[config.mk]
export PLATFORM = sky130hd
export DESIGN_NAME = booth10_prod_accum
export DESIGN_NICKNAME = d
export VERILOG_FILES = /design/src/rtl/booth10_prod_accum.sv
export SDC_FILE = /design/constraint.sdc
export NUM_CORES = 1
export LEC_CHECK = 0
export ABC_AREA = 1
export CORE_ASPECT_RATIO = 0.8
export CORE_MARGIN = 5
export CORE_UTILIZATION = 40
export CTS_CLUSTER_DIAMETER = 150
export DETAILED_ROUTE_END_ITERATION = 8
export GPL_TIMING_DRIVEN = 1
export SYNTH_ARGS = -nofsm -noshare
export SYNTH_HDL_FRONTEND = slang
export SYNTH_SLANG_ARGS = --single-unit
[constraint.sdc]
create_clock -name clk -period 6.3 [get_ports clk]
set_input_delay 1.26 -clock clk [delete_from_list [all_inputs] [get_ports clk]]
set_output_delay 1.26 -clock clk [all_outputs]
set_load 0.05 [all_outputs]
[src/rtl/booth10_prod_accum.sv]
// booth10_prod_accum: frame accumulator for the Booth multiplier's signed
// product stream. Sums len beats into a saturating accumulator and offers
// one result per frame on a valid/ready output.
module booth10_prod_accum #(
  parameter int unsigned P_W   = 20,
  parameter int unsigned ACC_W = 24,
  parameter int unsigned LEN_W = 8
) (
  input  logic             clk,
  input  logic             rst_n,
  input  logic             in_valid,
  output logic             in_ready,
  input  logic [P_W-1:0]   in_p,
  input  logic [LEN_W-1:0] len,
  output logic             out_valid,
  input  logic             out_ready,
  output logic [ACC_W-1:0] out_acc,
  output logic             out_ovf,
  output logic             busy
);

  typedef enum logic [1:0] {
    S_IDLE  = 2'd0,
    S_ACCUM = 2'd1,
    S_HOLD  = 2'd2
  } state_t;

  localparam logic [ACC_W-1:0] ACC_MAX = {1'b0, {(ACC_W-1){1'b1}}};
  localparam logic [ACC_W-1:0] ACC_MIN = {1'b1, {(ACC_W-1){1'b0}}};

  state_t            r_state;
  state_t            w_state_nxt;
  logic [ACC_W-1:0]  r_acc;
  logic [ACC_W-1:0]  w_acc_nxt;
  logic [LEN_W-1:0]  r_cnt;
  logic [LEN_W-1:0]  w_cnt_nxt;
  logic [LEN_W-1:0]  r_len;
  logic [LEN_W-1:0]  w_len_nxt;
  logic              r_ovf;
  logic              w_ovf_nxt;
  logic [ACC_W-1:0]  r_out_acc;
  logic [ACC_W-1:0]  w_out_acc_nxt;
  logic              r_out_ovf;
  logic              w_out_ovf_nxt;

  logic              w_beat;
  logic [ACC_W:0]    w_p_ext;
  logic [ACC_W:0]    w_base;
  logic [ACC_W:0]    w_sum;
  logic              w_pos_clamp;
  logic              w_neg_clamp;
  logic              w_sat_flag;
  logic [ACC_W-1:0]  w_sat_val;
  logic [LEN_W-1:0]  w_len_eff;
  logic [LEN_W-1:0]  w_cnt_inc;

  // Saturating adder: operands both fit ACC_W, so one guard bit exposes overflow.
  // in_p is masked when not valid so an X on the bus never reaches state.
  always_comb begin
    w_p_ext     = '0;
    if (in_valid)
      w_p_ext = {{(ACC_W+1-P_W){in_p[P_W-1]}}, in_p};
    w_base      = (r_state == S_ACCUM) ? {r_acc[ACC_W-1], r_acc} : '0;
    w_sum       = w_base + w_p_ext;
    w_pos_clamp = ~w_sum[ACC_W] &  w_sum[ACC_W-1];
    w_neg_clamp =  w_sum[ACC_W] & ~w_sum[ACC_W-1];
    w_sat_flag  = w_pos_clamp | w_neg_clamp;
    if (w_pos_clamp)
      w_sat_val = ACC_MAX;
    else if (w_neg_clamp)
      w_sat_val = ACC_MIN;
    else
      w_sat_val = w_sum[ACC_W-1:0];
  end

  // Next-state and datapath updates for the IDLE/ACCUM/HOLD frame sequencer.
  always_comb begin
    w_state_nxt   = r_state;
    w_acc_nxt     = r_acc;
    w_cnt_nxt     = r_cnt;
    w_len_nxt     = r_len;
    w_ovf_nxt     = r_ovf;
    w_out_acc_nxt = r_out_acc;
    w_out_ovf_nxt = r_out_ovf;
    in_ready      = (r_state != S_HOLD);
    out_valid     = (r_state == S_HOLD);
    busy          = (r_state != S_IDLE);
    w_beat        = in_valid & in_ready;
    w_len_eff     = (len == '0) ? LEN_W'(1) : len;
    w_cnt_inc     = r_cnt + LEN_W'(1);
    unique case (r_state)
      S_IDLE: begin
        if (w_beat) begin
          w_len_nxt = w_len_eff;
          w_acc_nxt = w_sat_val;
          w_ovf_nxt = w_sat_flag;
          w_cnt_nxt = LEN_W'(1);
          if (w_len_eff == LEN_W'(1)) begin
            w_state_nxt   = S_HOLD;
            w_out_acc_nxt = w_sat_val;
            w_out_ovf_nxt = w_sat_flag;
          end else begin
            w_state_nxt = S_ACCUM;
          end
        end
      end
      S_ACCUM: begin
        if (w_beat) begin
          w_acc_nxt = w_sat_val;
          w_ovf_nxt = r_ovf | w_sat_flag;
          w_cnt_nxt = w_cnt_inc;
          if (w_cnt_inc == r_len) begin
            w_state_nxt   = S_HOLD;
            w_out_acc_nxt = w_sat_val;
            w_out_ovf_nxt = r_ovf | w_sat_flag;
          end
        end
      end
      S_HOLD: begin
        if (out_ready) begin
          w_state_nxt = S_IDLE;
          w_acc_nxt   = '0;
          w_cnt_nxt   = '0;
          w_ovf_nxt   = 1'b0;
        end
      end
      default: w_state_nxt = S_IDLE;
    endcase
    out_acc = r_out_acc;
    out_ovf = r_out_ovf;
  end

  // State and datapath registers; reset drops any partial frame at once.
  always_ff @(posedge clk or negedge rst_n) begin
    if (!rst_n) begin
      r_state   <= S_IDLE;
      r_acc     <= '0;
      r_cnt     <= '0;
      r_len     <= '0;
      r_ovf     <= 1'b0;
      r_out_acc <= '0;
      r_out_ovf <= 1'b0;
    end else begin
      r_state   <= w_state_nxt;
      r_acc     <= w_acc_nxt;
      r_cnt     <= w_cnt_nxt;
      r_len     <= w_len_nxt;
      r_ovf     <= w_ovf_nxt;
      r_out_acc <= w_out_acc_nxt;
      r_out_ovf <= w_out_ovf_nxt;
    end
  end

endmodule

### Yosys cells after proc, flatten, opt, wreduce, memory -nomap -nowiden

Cells that the tools add are included.

* flip-flop bits (word level): 68
* bits of input ports: 32
* logic and storage cells: 71
* output and inout port bits: 28

* $add $sub $neg: 2
* reductions and logical operators: 12
* bitwise logic cells: 7
* eq/ne operators: 11
* mux-type cells: 32

Operators with widths (number)
* two-way mux 24 bit: 8
* one-hot mux 24 bit (2 select lines): 2
* two-way mux 25 bit: 2
* two-way mux 8 bit: 4
* adder 25 bit: 1
* one-hot mux 8 bit (3 select lines): 1
* two-way mux 2 bit: 5
* adder 8 x 1 -> 8 bit, second input constant: 1
* == test 8 x 1 -> 1 bit, second input constant: 1
* == test 8 bit: 1
* logical NOT 8 bit: 1
* != test 2 bit, second input constant: 4
* AND reduction 4 bit: 2
* two-way mux 1 bit: 7
* != test 2 x 1 -> 1 bit, second input constant: 3
* one-hot mux 2 bit (3 select lines): 1
* nonzero test 2 bit: 3
* AND reduction 5 bit: 1
* bitwise AND 1 bit: 3
* one-hot mux 1 bit (3 select lines): 1
* AND reduction 3 bit: 1
* nonzero test 3 bit: 1
* == test 2 x 1 -> 1 bit, second input constant: 1
* == test 2 bit, second input constant: 1
* 6 further kinds: 8

### Logic depth before layout (Yosys ltp)

Gate-level depths: netlist of run 1.

* word-level depth: 10
* depth in mapped cells: 27
* mapped depth without buffers: 23

### Least setup slack after synthesis of run 1

OpenSTA, ideal clock, no wires.

* path kind: input -> register
* start point: in in_valid
* end point: reg r_acc[14]
* path slack: 2.257 ns
* data required time: 6.162 ns
* arrival: 3.905 ns
* cell stages on the path: 22
* buffers on the path: 2
* library setup time: 0.138 ns
* cells stage by stage: clkbuf_1 nand2_1 inv_1 ha_1 inv_1 fa_1 inv_1 nand3_1 nand3_1 nand2_1 nand2_1 nand3_1 nand3_1 nand2_1 nand2_1 ha_1 clkinv_1 clkbuf_1 nand2_1 o21ai_0 nand2_1 o21ai_0

* word-level cells in the longest chain between the ends: 8
* elaborated cells between the ends (all ways): 13
* those cells by class: 1 x add/sub; 1 x eq/ne; 5 x mux; 5 x bitwise; 1 x reduce/logical

Ends and longest elaborated chain
* start: declaration: RTL line 11 `input logic in_valid,`
* two-way mux 25 bit: RTL line 61 `if (in_valid)`
* adder 25 bit: RTL line 64 `w_sum = w_base + w_p_ext;`
* inverter 1 bit: RTL line 66 `w_neg_clamp = w_sum[ACC_W] & ~w_sum[ACC_W-1];`
* bitwise AND 1 bit: RTL line 66
* two-way mux 24 bit: RTL line 70 `else if (w_neg_clamp)`
* two-way mux 24 bit: RTL line 68 `if (w_pos_clamp)`
* two-way mux 24 bit: RTL line 93, 108
* one-hot mux 24 bit (2 select lines): RTL line 91 `unique case (r_state)`
* end signal: assignment: RTL line 145 `r_acc <= w_acc_nxt;`
* end: declaration: RTL line 33 `logic [ACC_W-1:0] r_acc;`

Several ways; a longest one is shown, not always the timed one. The select of a mux whose other input is x is not followed.
A chain may end at the register's enable or synchronous reset.

### Worst setup path in the final report of run 1

* start point: in in_valid
* end point: reg r_out_acc[4], in the netlist out_acc[4]

* word-level cells in the longest chain between the ends: 9
* elaborated cells between the ends (all ways): 17
* those cells by class: 1 x add/sub; 2 x eq/ne; 8 x mux; 5 x bitwise; 1 x reduce/logical

Ends and longest elaborated chain
* two-way mux 25 bit: RTL line 61
* adder 25 bit: RTL line 64
* inverter 1 bit: RTL line 66
* bitwise AND 1 bit: RTL line 66
* two-way mux 24 bit: RTL line 70
* two-way mux 24 bit: RTL line 68
* two-way mux 24 bit (on tied branches): RTL line 112, 98
* two-way mux 24 bit (on tied branches): RTL line 108, 93
* one-hot mux 24 bit (2 select lines): RTL line 91
* end signal: assignment: RTL line 149 `r_out_acc <= w_out_acc_nxt;`
* end: declaration: RTL line 41 `logic [ACC_W-1:0] r_out_acc;`

Several ways; a longest one is shown, not always the timed one. The select of a mux whose other input is x is not followed.

==> results of run 1 <==
[cell type report]
type / instances / area [sq um] / area share (%)
multi-input cells: 604 / 2930 / 45.5
clock buffers: 9 / 225 / 3.50
repair buffers: 65 / 631 / 9.80
inverters: 168 / 631 / 9.80
clock inverters: 7 / 98.8 / 1.54
flip-flops and latches: 68 / 1700 / 26.5
well taps: 175 / 219 / 3.40
[layer usage]
layer | vias up | GRT usage, %
met4 | 0 | 4.45
met2 | 126 | 28.7
met1 | 2349 | 29.6
li1 | 2773 | -
met3 | 15 | 3.65
met5 | - | 0
[synthesized netlist by cell type (all sizes together) (2+ instances only)]
| library cell | count |
|---|---|
| nand2 | 340 |
| inv | 167 |
| dfrtp | 68 |
| nand3 | 59 |
| o21ai | 53 |
| nor2 | 48 |
| ha | 30 |
| a21oi | 22 |
| nand4 | 19 |
| clkbuf | 13 |
| buf | 9 |
| nand3b | 8 |
| o22ai | 8 |
| nor3 | 5 |
| xor2 | 3 |
| and2 | 2 |
| o21bai | 2 |
[how the worst max path moves through the flow]
stage | from | end | cells past startpoint
floorplan | in_valid | r_acc[14] | 22
global placement | in_valid | out_acc[4] | 21
detailed placement | in_valid | out_acc[4] | 22
CTS | in_valid | out_acc[4] | 22
global route | in_valid | r_acc[16] | 22
finish | in_valid | out_acc[4] | 22
[placed cells by master (no fill, tap or decap), types with 19 or more instances in the layout]
master	count
sky130_fd_sc_hd__nand3_1	56
sky130_fd_sc_hd__inv_1	166
sky130_fd_sc_hd__nor2_1	43
sky130_fd_sc_hd__o21ai_0	51
sky130_fd_sc_hd__nand2_1	338
sky130_fd_sc_hd__ha_1	30
sky130_fd_sc_hd__clkdlybuf4s50_1	58
sky130_fd_sc_hd__dfrtp_1	68
sky130_fd_sc_hd__nand4_1	19
sky130_fd_sc_hd__a21oi_1	21
[critical path, cell delays in order]
cell and delay (ps):
sky130_fd_sc_hd__clkdlybuf4s50_1 450, sky130_fd_sc_hd__buf_4 240, sky130_fd_sc_hd__nand2_1 70, sky130_fd_sc_hd__inv_1 60, sky130_fd_sc_hd__ha_1 160, sky130_fd_sc_hd__inv_1 60
sky130_fd_sc_hd__fa_1 370, sky130_fd_sc_hd__inv_1 150, sky130_fd_sc_hd__nand3_1 90, sky130_fd_sc_hd__nand3_1 140, sky130_fd_sc_hd__nand2_1 70, sky130_fd_sc_hd__nand2_1 130
sky130_fd_sc_hd__nand3_1 110, sky130_fd_sc_hd__nand3_1 100, sky130_fd_sc_hd__nand2_1 50, sky130_fd_sc_hd__nand2_1 110, sky130_fd_sc_hd__ha_1 340, sky130_fd_sc_hd__clkinv_1 510
sky130_fd_sc_hd__o21ai_0 230, sky130_fd_sc_hd__o21ai_0 140, sky130_fd_sc_hd__nand4_1 170, sky130_fd_sc_hd__nand2_1 80
[cell families (layout without fill, tap and decap cells)]
group / after synthesis / after routing
xor gates and xnor gates: 4 / 4
and+or+nand+nor: 482 / 482
AOI/OAI and AO/OA: 87 / 87
adders and majority gates: 31 / 31
buffers and inverters: 190 / 249
DFF: 68 / 68
[power by group through the flow]
| stage | sequential (mW) | clock, mW | combinational (mW) |
|---|---|---|---|
| after floorplan | 0.936 | 0 | 0.891 |
| after global placement | 0.735 | 0 | 1.55 |
| after detailed placement | 0.734 | 0 | 1.56 |
| after CTS | 0.731 | 0.571 | 1.57 |
| after global routing | 0.752 | 0.587 | 1.73 |
| final | 0.730 | 0.556 | 1.56 |
[flip-flops by register name, indices dropped and copies added (netlist names)]
| name | flops |
|---|---|
| r_state | 2 |
| r_acc | 24 |
| out_ovf | 1 |
| r_len | 8 |
| r_ovf | 1 |
| out_acc | 24 |
| r_cnt | 8 |
[metrics by stage]
| step | utilization, % | power [mW] | std cells | instance area, sq um |
|---|---|---|---|---|
| after CTS | 49.4 | 2.87 | 1096 | 6430 |
| after detailed placement | 47.0 | 2.30 | 1080 | 6110 |
| after floorplan | - | 1.83 | 862 | 5370 |
| after global routing | 49.4 | 3.07 | 1096 | 6430 |
| after global placement | 47.0 | 2.29 | 1080 | 6110 |
| final | 49.4 | 2.84 | 1096 | 6430 |
==> results.md, run 1 <==
- Result of the run: complete, no violations
- Antenna violations before repair: 0
- Diode insertion count for antenna repair: 0
- Setup_tns: 0 ps
- Filler cell count: ~1400
- Via count of the routed design: 5263
- Number of port buffers: between 50 and 60
- DR vias/cell: just under 5
- Post-route fraction of the period consumed by the critical path: 77.4%
- Wire length per cell: ~14 microns
- Part of the power in registers: about a quarter
- Metal3 WL: a little over 700 microns
- Top area cells in the synthesized netlist: sky130_fd_sc_hd__dfrtp_1, sky130_fd_sc_hd__nand2_1, sky130_fd_sc_hd__inv_1, sky130_fd_sc_hd__ha_1, sky130_fd_sc_hd__nand3_1
- Initial cell density of the core: between 40 and 50%
- Post-route DRC: 0
- Final-report setup violation count: 0
- Library cell with the largest summed area after synthesis: sky130_fd_sc_hd__dfrtp_1
- Post-synth top area share: a little under a third
- Synthesized Nets: between 900 and 1000
- Area overhead of the layout relative to synthesis: 19.8%
- Main combinational cell family by area after synthesis: simple AND/OR/NAND/NOR gates
- Total die area: ~16000 sq um
- R2R Path Start: r_state[1]
- Worst Hold Slack: approximately 470 ps
- Chip height: between 100 and 150 microns
- Power density over the cells: ~440 nW/um^2
- XOR/XNOR Fraction of Synth Area: 0.653%
- Clock Root Buffer: sky130_fd_sc_hd__clkbuf_16
- Ratio of cells with drive above 1 in the final layout: 3.91%
- Avg Synthesized Cell Area: just over 6 sq um
- Number of iterations in the first detailed-routing pass: 5
- Synth Area in Compound Gates: between 8 and 9%
- Aggregate global routing overflow: 0
- Max-cap violations: 0
- Cell count after synthesis: between 800 and 900
- Min-Delay Endpoint: out_acc[3]
- Routed wire length: roughly 15000 microns
- Setup slack after placement: 1130 ps
- Cell-internal power: 1.44 mW
- PostCTS Resize Cnt: 0
- Worst hold path startpoint: out_acc[3]
- Switching power: ~1.4 mW
- Number of synthesized register bits: 68
- Mux share of post-synthesis cell area: 0%
- Core Footprint: between 10000 and 15000 sq um
- Worst Skew: 9.79 ps
- Number of global-route vias before repair: between 5000 and 6000
- Post-DRT Antenna Nets: 0
- Cell depth of the worst hold path: 2
- Detail Route met2 WL: around 6300 microns
- Number of flops mapped to enable cells by yosys: 0
- Slew at the pin with the worst max-slew slack: ~1100 ps
- Pins Over Slew Limit: 0
- Detailed Route Iter0 Violations: 349
- Critical register-to-register path endpoint: out_acc[4]
- Clock latency on the worst-skew pair: ~340 ps
- Post-CTS Setup Bufs: 0
- Proportion of synthesized chip area in sequential cells: 31.7%
- Maximum vdd drop: approximately 0.46 mV
- Comb power frac: between 50% and 60%
- Global-route wire length before repair: between 20000 and 30000 microns
- Simple logic cell fraction of the synthesized area: between 30% and 40%
- Hold Fails Final Rpt: 0
- Number of placement rows: 37
- I/O pin count: 60
- CP Data Arrival Time: ~5100 ps
- Worst EP required: between 6000 and 7000 ps
- Type of destination of the critical path: register
- Total clock buffers created by CTS: 9
- Warnings from Yosys: 0
- Internal reg-to-reg setup slack: roughly 1600 ps
- Number of buffers added to fix hold violations after cts: 0
- Depth of the worst register-to-register path: 19
- Portion of total power attributed to the clock network: between 10% and 20%
- Max-slew headroom: 27.8%
- Placer's final routability congestion estimate: ~0.94
- Setup repair after global routing missed its margin: false
- Tot GR Track Use: about 20%
- Clock transition time at the flip-flop clock pins of the worst setup and hold paths: about 60 ps
- Post-DP HPWL: 11600 microns
- Topmost layer with routed signal wires: met4
- CP Launch Type: input pin
- Netlist area before placement: ~5400 sq um
- Cell leakage power: 3.66 nW
- Fin crit period: 4880 ps
- Clock tree from TritonCTS: yes
- Synth cell types: 35
- Area share of fa/ha/maj cells after synthesis: under 10%
- Final setup margin: roughly 1400 ps
- Nets: 979
- Class of the most critical hold timing path: register to register
- Fmax: approximately 210 MHz
- Number of buffers between clock root and the deepest sink: 2
- Sinks on the clock net: a little under 70
- Startpoint-to-endpoint class of the critical path: input pin to register
- H-tree lvl count: 3
- FFs w/ async S/R, synth: 100%
- Routed length on met1: ~7900 microns
- Crit-path max FO: 21
- Die extent in x: roughly 140 microns
- Pin count of the biggest net entering global routing: 69
- Flip-flop cell with the highest count after synthesis: sky130_fd_sc_hd__dfrtp_1
- Switching share of power: just under 50%
Power figures use the tool's default switching activity.
==> run 2, diff against run 1 <==
==> constraint.sdc (replaced) <==
create_clock -name clk -period 4.4 [get_ports clk]
set_input_delay 0.88 -clock clk [delete_from_list [all_inputs] [get_ports clk]]
set_output_delay 0.88 -clock clk [all_outputs]
set_load 0.05 [all_outputs]
==> results.md, run 2 (synthesis results as in run 1) <==
- Fin crit period: between 3000 and 4000 ps
- Initial cell density of the core: 41.3% (unchanged)
- Post-CTS Setup Bufs: 0 (unchanged)
- Most common cell after layout, fill and taps aside: sky130_fd_sc_hd__nand2_1 (unchanged)
- Tot GR Track Use: 19.7% (was 19.5%)
- Area overhead of the layout relative to synthesis: 21.4% (was 19.8%)
- CP Launch Type: register (was input pin)
- Worst EP required: 4670 ps (was 6520 ps)
- I/O pin count: 60 (unchanged)
- Routed wire length: 15100 microns (was 15000 microns)
- Post-DRT Antenna Nets: 0 (unchanged)
- Setup repair after global routing missed its margin: false (unchanged)
- Total instance count after detailed placement: 1090 (was 1080)
- Total power: 4.11 mW (was 2.84 mW)
- Die extent in x: 140 microns (unchanged)
- Number of placement rows: 37 (unchanged)
- Clock Root Buffer: sky130_fd_sc_hd__clkbuf_16 (unchanged)
- Number of global-route vias before repair: 5163 (was 5099)
- Detailed Route Iter0 Violations: 382 (was 349)
- Final design instance area without fill: 6520 sq um (was 6430 sq um)
- Pin count of the biggest net entering global routing: 37 (was 69)
- Final cell count without fillers: 1106 (was 1096)
- Slew at the pin with the worst max-slew slack: 735 ps (was 1080 ps)
- Number of port buffers: 59 (unchanged)
- Pins Over Slew Limit: 0 (unchanged)
- Crit-path max FO: 14 (was 21)
- Post-route fraction of the period consumed by the critical path: between 80% and 90%
- Hold Fails Final Rpt: 0 (unchanged)
- Wire length per cell: 13.7 microns (about the same)
- Worst Skew: 7.98 ps (was 9.79 ps)
- Startpoint-to-endpoint class of the critical path: register to register (was input pin to register)
- DR vias/cell: 4.84 (was 4.80)
- Total clock buffers created by CTS: 9 (unchanged)
- Max-cap violations: 0 (unchanged)
- Clock latency on the worst-skew pair: 330 ps (was 340 ps)
- Most used cells in the layout excluding fill and tap cells: sky130_fd_sc_hd__nand2_1, sky130_fd_sc_hd__inv_1, sky130_fd_sc_hd__dfrtp_1 (unchanged)
- Share of the core filled with cells in the final layout: 50.1% (was 49.4%)
- Number of iterations in the first detailed-routing pass: 5 (unchanged)
- Area used by multi-input combinational logic: 2920 sq um (was 2930 sq um)
- Max-slew headroom: 51.0% (was 27.8%)
- Ratio of cells with drive above 1 in the final layout: 4.83% (was 3.91%)
- CP Data Arrival Time: 4150 ps (was 5100 ps)
- Post-DP HPWL: 11900 microns (was 11600 microns)
- PostCTS Resize Cnt: 0 (unchanged)
- Antenna violations before repair: 0 (unchanged)
- Clock transition time at the flip-flop clock pins of the worst setup and hold paths: 60 ps (about the same)
- Filler cell count: 1362 (was 1354)
- Maximum vdd drop: 0.527 mV (was 0.462 mV)
- Type of destination of the critical path: register (unchanged)
- Chip height: 114 microns (unchanged)
- Clock tree from TritonCTS: yes (unchanged)
- Flip-flop and latch area: 1700 sq um (unchanged)
- H-tree lvl count: 3 (unchanged)
- Nets: 989 (was 979)
- Cell leakage power: 3.71 nW (was 3.66 nW)
- Fmax: approximately 260 MHz
- Via count of the routed design: 5351 (was 5263)
- Aggregate global routing overflow: 0 (unchanged)
- Number of buffers added to fix hold violations after cts: 0 (unchanged)
- Setup_tns: 0 ps (unchanged)
- Placed cell area: 6180 sq um (was 6110 sq um)
- Number of buffers between clock root and the deepest sink: 2 (unchanged)
- Sinks on the clock net: 68 (unchanged)
- Core Footprint: 13000 sq um (unchanged)
- Class of the most critical hold timing path: register to register (unchanged)
- Result of the run: complete, no violations (unchanged)
- Post-route DRC: 0 (unchanged)
- Total die area: 15900 sq um (unchanged)
- Final-report setup violation count: 0 (unchanged)
- Global-route wire length before repair: 25600 microns (was 25400 microns)
- Diode insertion count for antenna repair: 0 (unchanged)
- Power density over the cells: 631 nW/um^2 (was 442 nW/um^2)
- Placer's final routability congestion estimate: 0.924 (was 0.937)
## run 2: path summary, 6_finish.rpt
kind	start	endpoint	slack [ps]	cells after the start
hold reg to reg	out_acc[12]	out_acc[12]	480	2
setup reg to reg	r_state[1]	out_acc[12]	530	22
setup / recovery	r_state[1]	out_acc[12]	530	22
hold / removal	out_acc[12]	out_acc[12]	480	2
min in group asynchronous	rst_n	r_acc[16]	610	1
max in group asynchronous	rst_n	r_acc[10]	2840	2
## run 2: critical path: stages (launching register included)
cell                       delay (ps)
sky130_fd_sc_hd__dfrtp_1          400
sky130_fd_sc_hd__inv_1             90
sky130_fd_sc_hd__ha_1             540
sky130_fd_sc_hd__nand2_1          110
sky130_fd_sc_hd__inv_1            120
sky130_fd_sc_hd__ha_1             170
sky130_fd_sc_hd__inv_1             50
sky130_fd_sc_hd__fa_1             350
sky130_fd_sc_hd__inv_1            150
sky130_fd_sc_hd__nand3_1           90
sky130_fd_sc_hd__nand3_1          170
sky130_fd_sc_hd__nand2_1           70
sky130_fd_sc_hd__nand2_1          140
sky130_fd_sc_hd__nand3_1          110
sky130_fd_sc_hd__nand4_1          110
sky130_fd_sc_hd__nand2_1          120
sky130_fd_sc_hd__ha_1             240
sky130_fd_sc_hd__clkinv_1          90
sky130_fd_sc_hd__buf_4            190
sky130_fd_sc_hd__nand2_1           70
sky130_fd_sc_hd__o21ai_0          260
sky130_fd_sc_hd__nand3_1          110
sky130_fd_sc_hd__nand2_1           80
## run 2: routing by layer
metal  share of wire, %  global-route usage (%)  wire (microns)
met1                 52                    29.4            7930
met2                 40                    29.2            6100
met3                5.9                    4.57             887
met4                1.2                    4.07             185
met5                  0                       0               0
## run 2: area by class of cell
cell class | instances | area share [%]
multi-input cells | 604 | 44.9
inverters | 168 | 9.68
repair buffers | 75 | 10.8
flip-flops and latches | 68 | 26.1
clock inverters | 5 | 1.29
clock buffers | 11 | 3.88
well taps | 175 | 3.36
## run 2: through the flow
step,hold slack (ps),worst slack [ps]
finish,476,526
global route,495,59.5
global placement,468,270
floorplan,466,737
CTS,482,487
detailed placement,462,191
## run 2: power by group
group          switching [mW]  internal, mW
Combinational            1.54         0.721
Sequential              0.172         0.878
Clock                   0.277         0.528
Total                    1.99          2.13
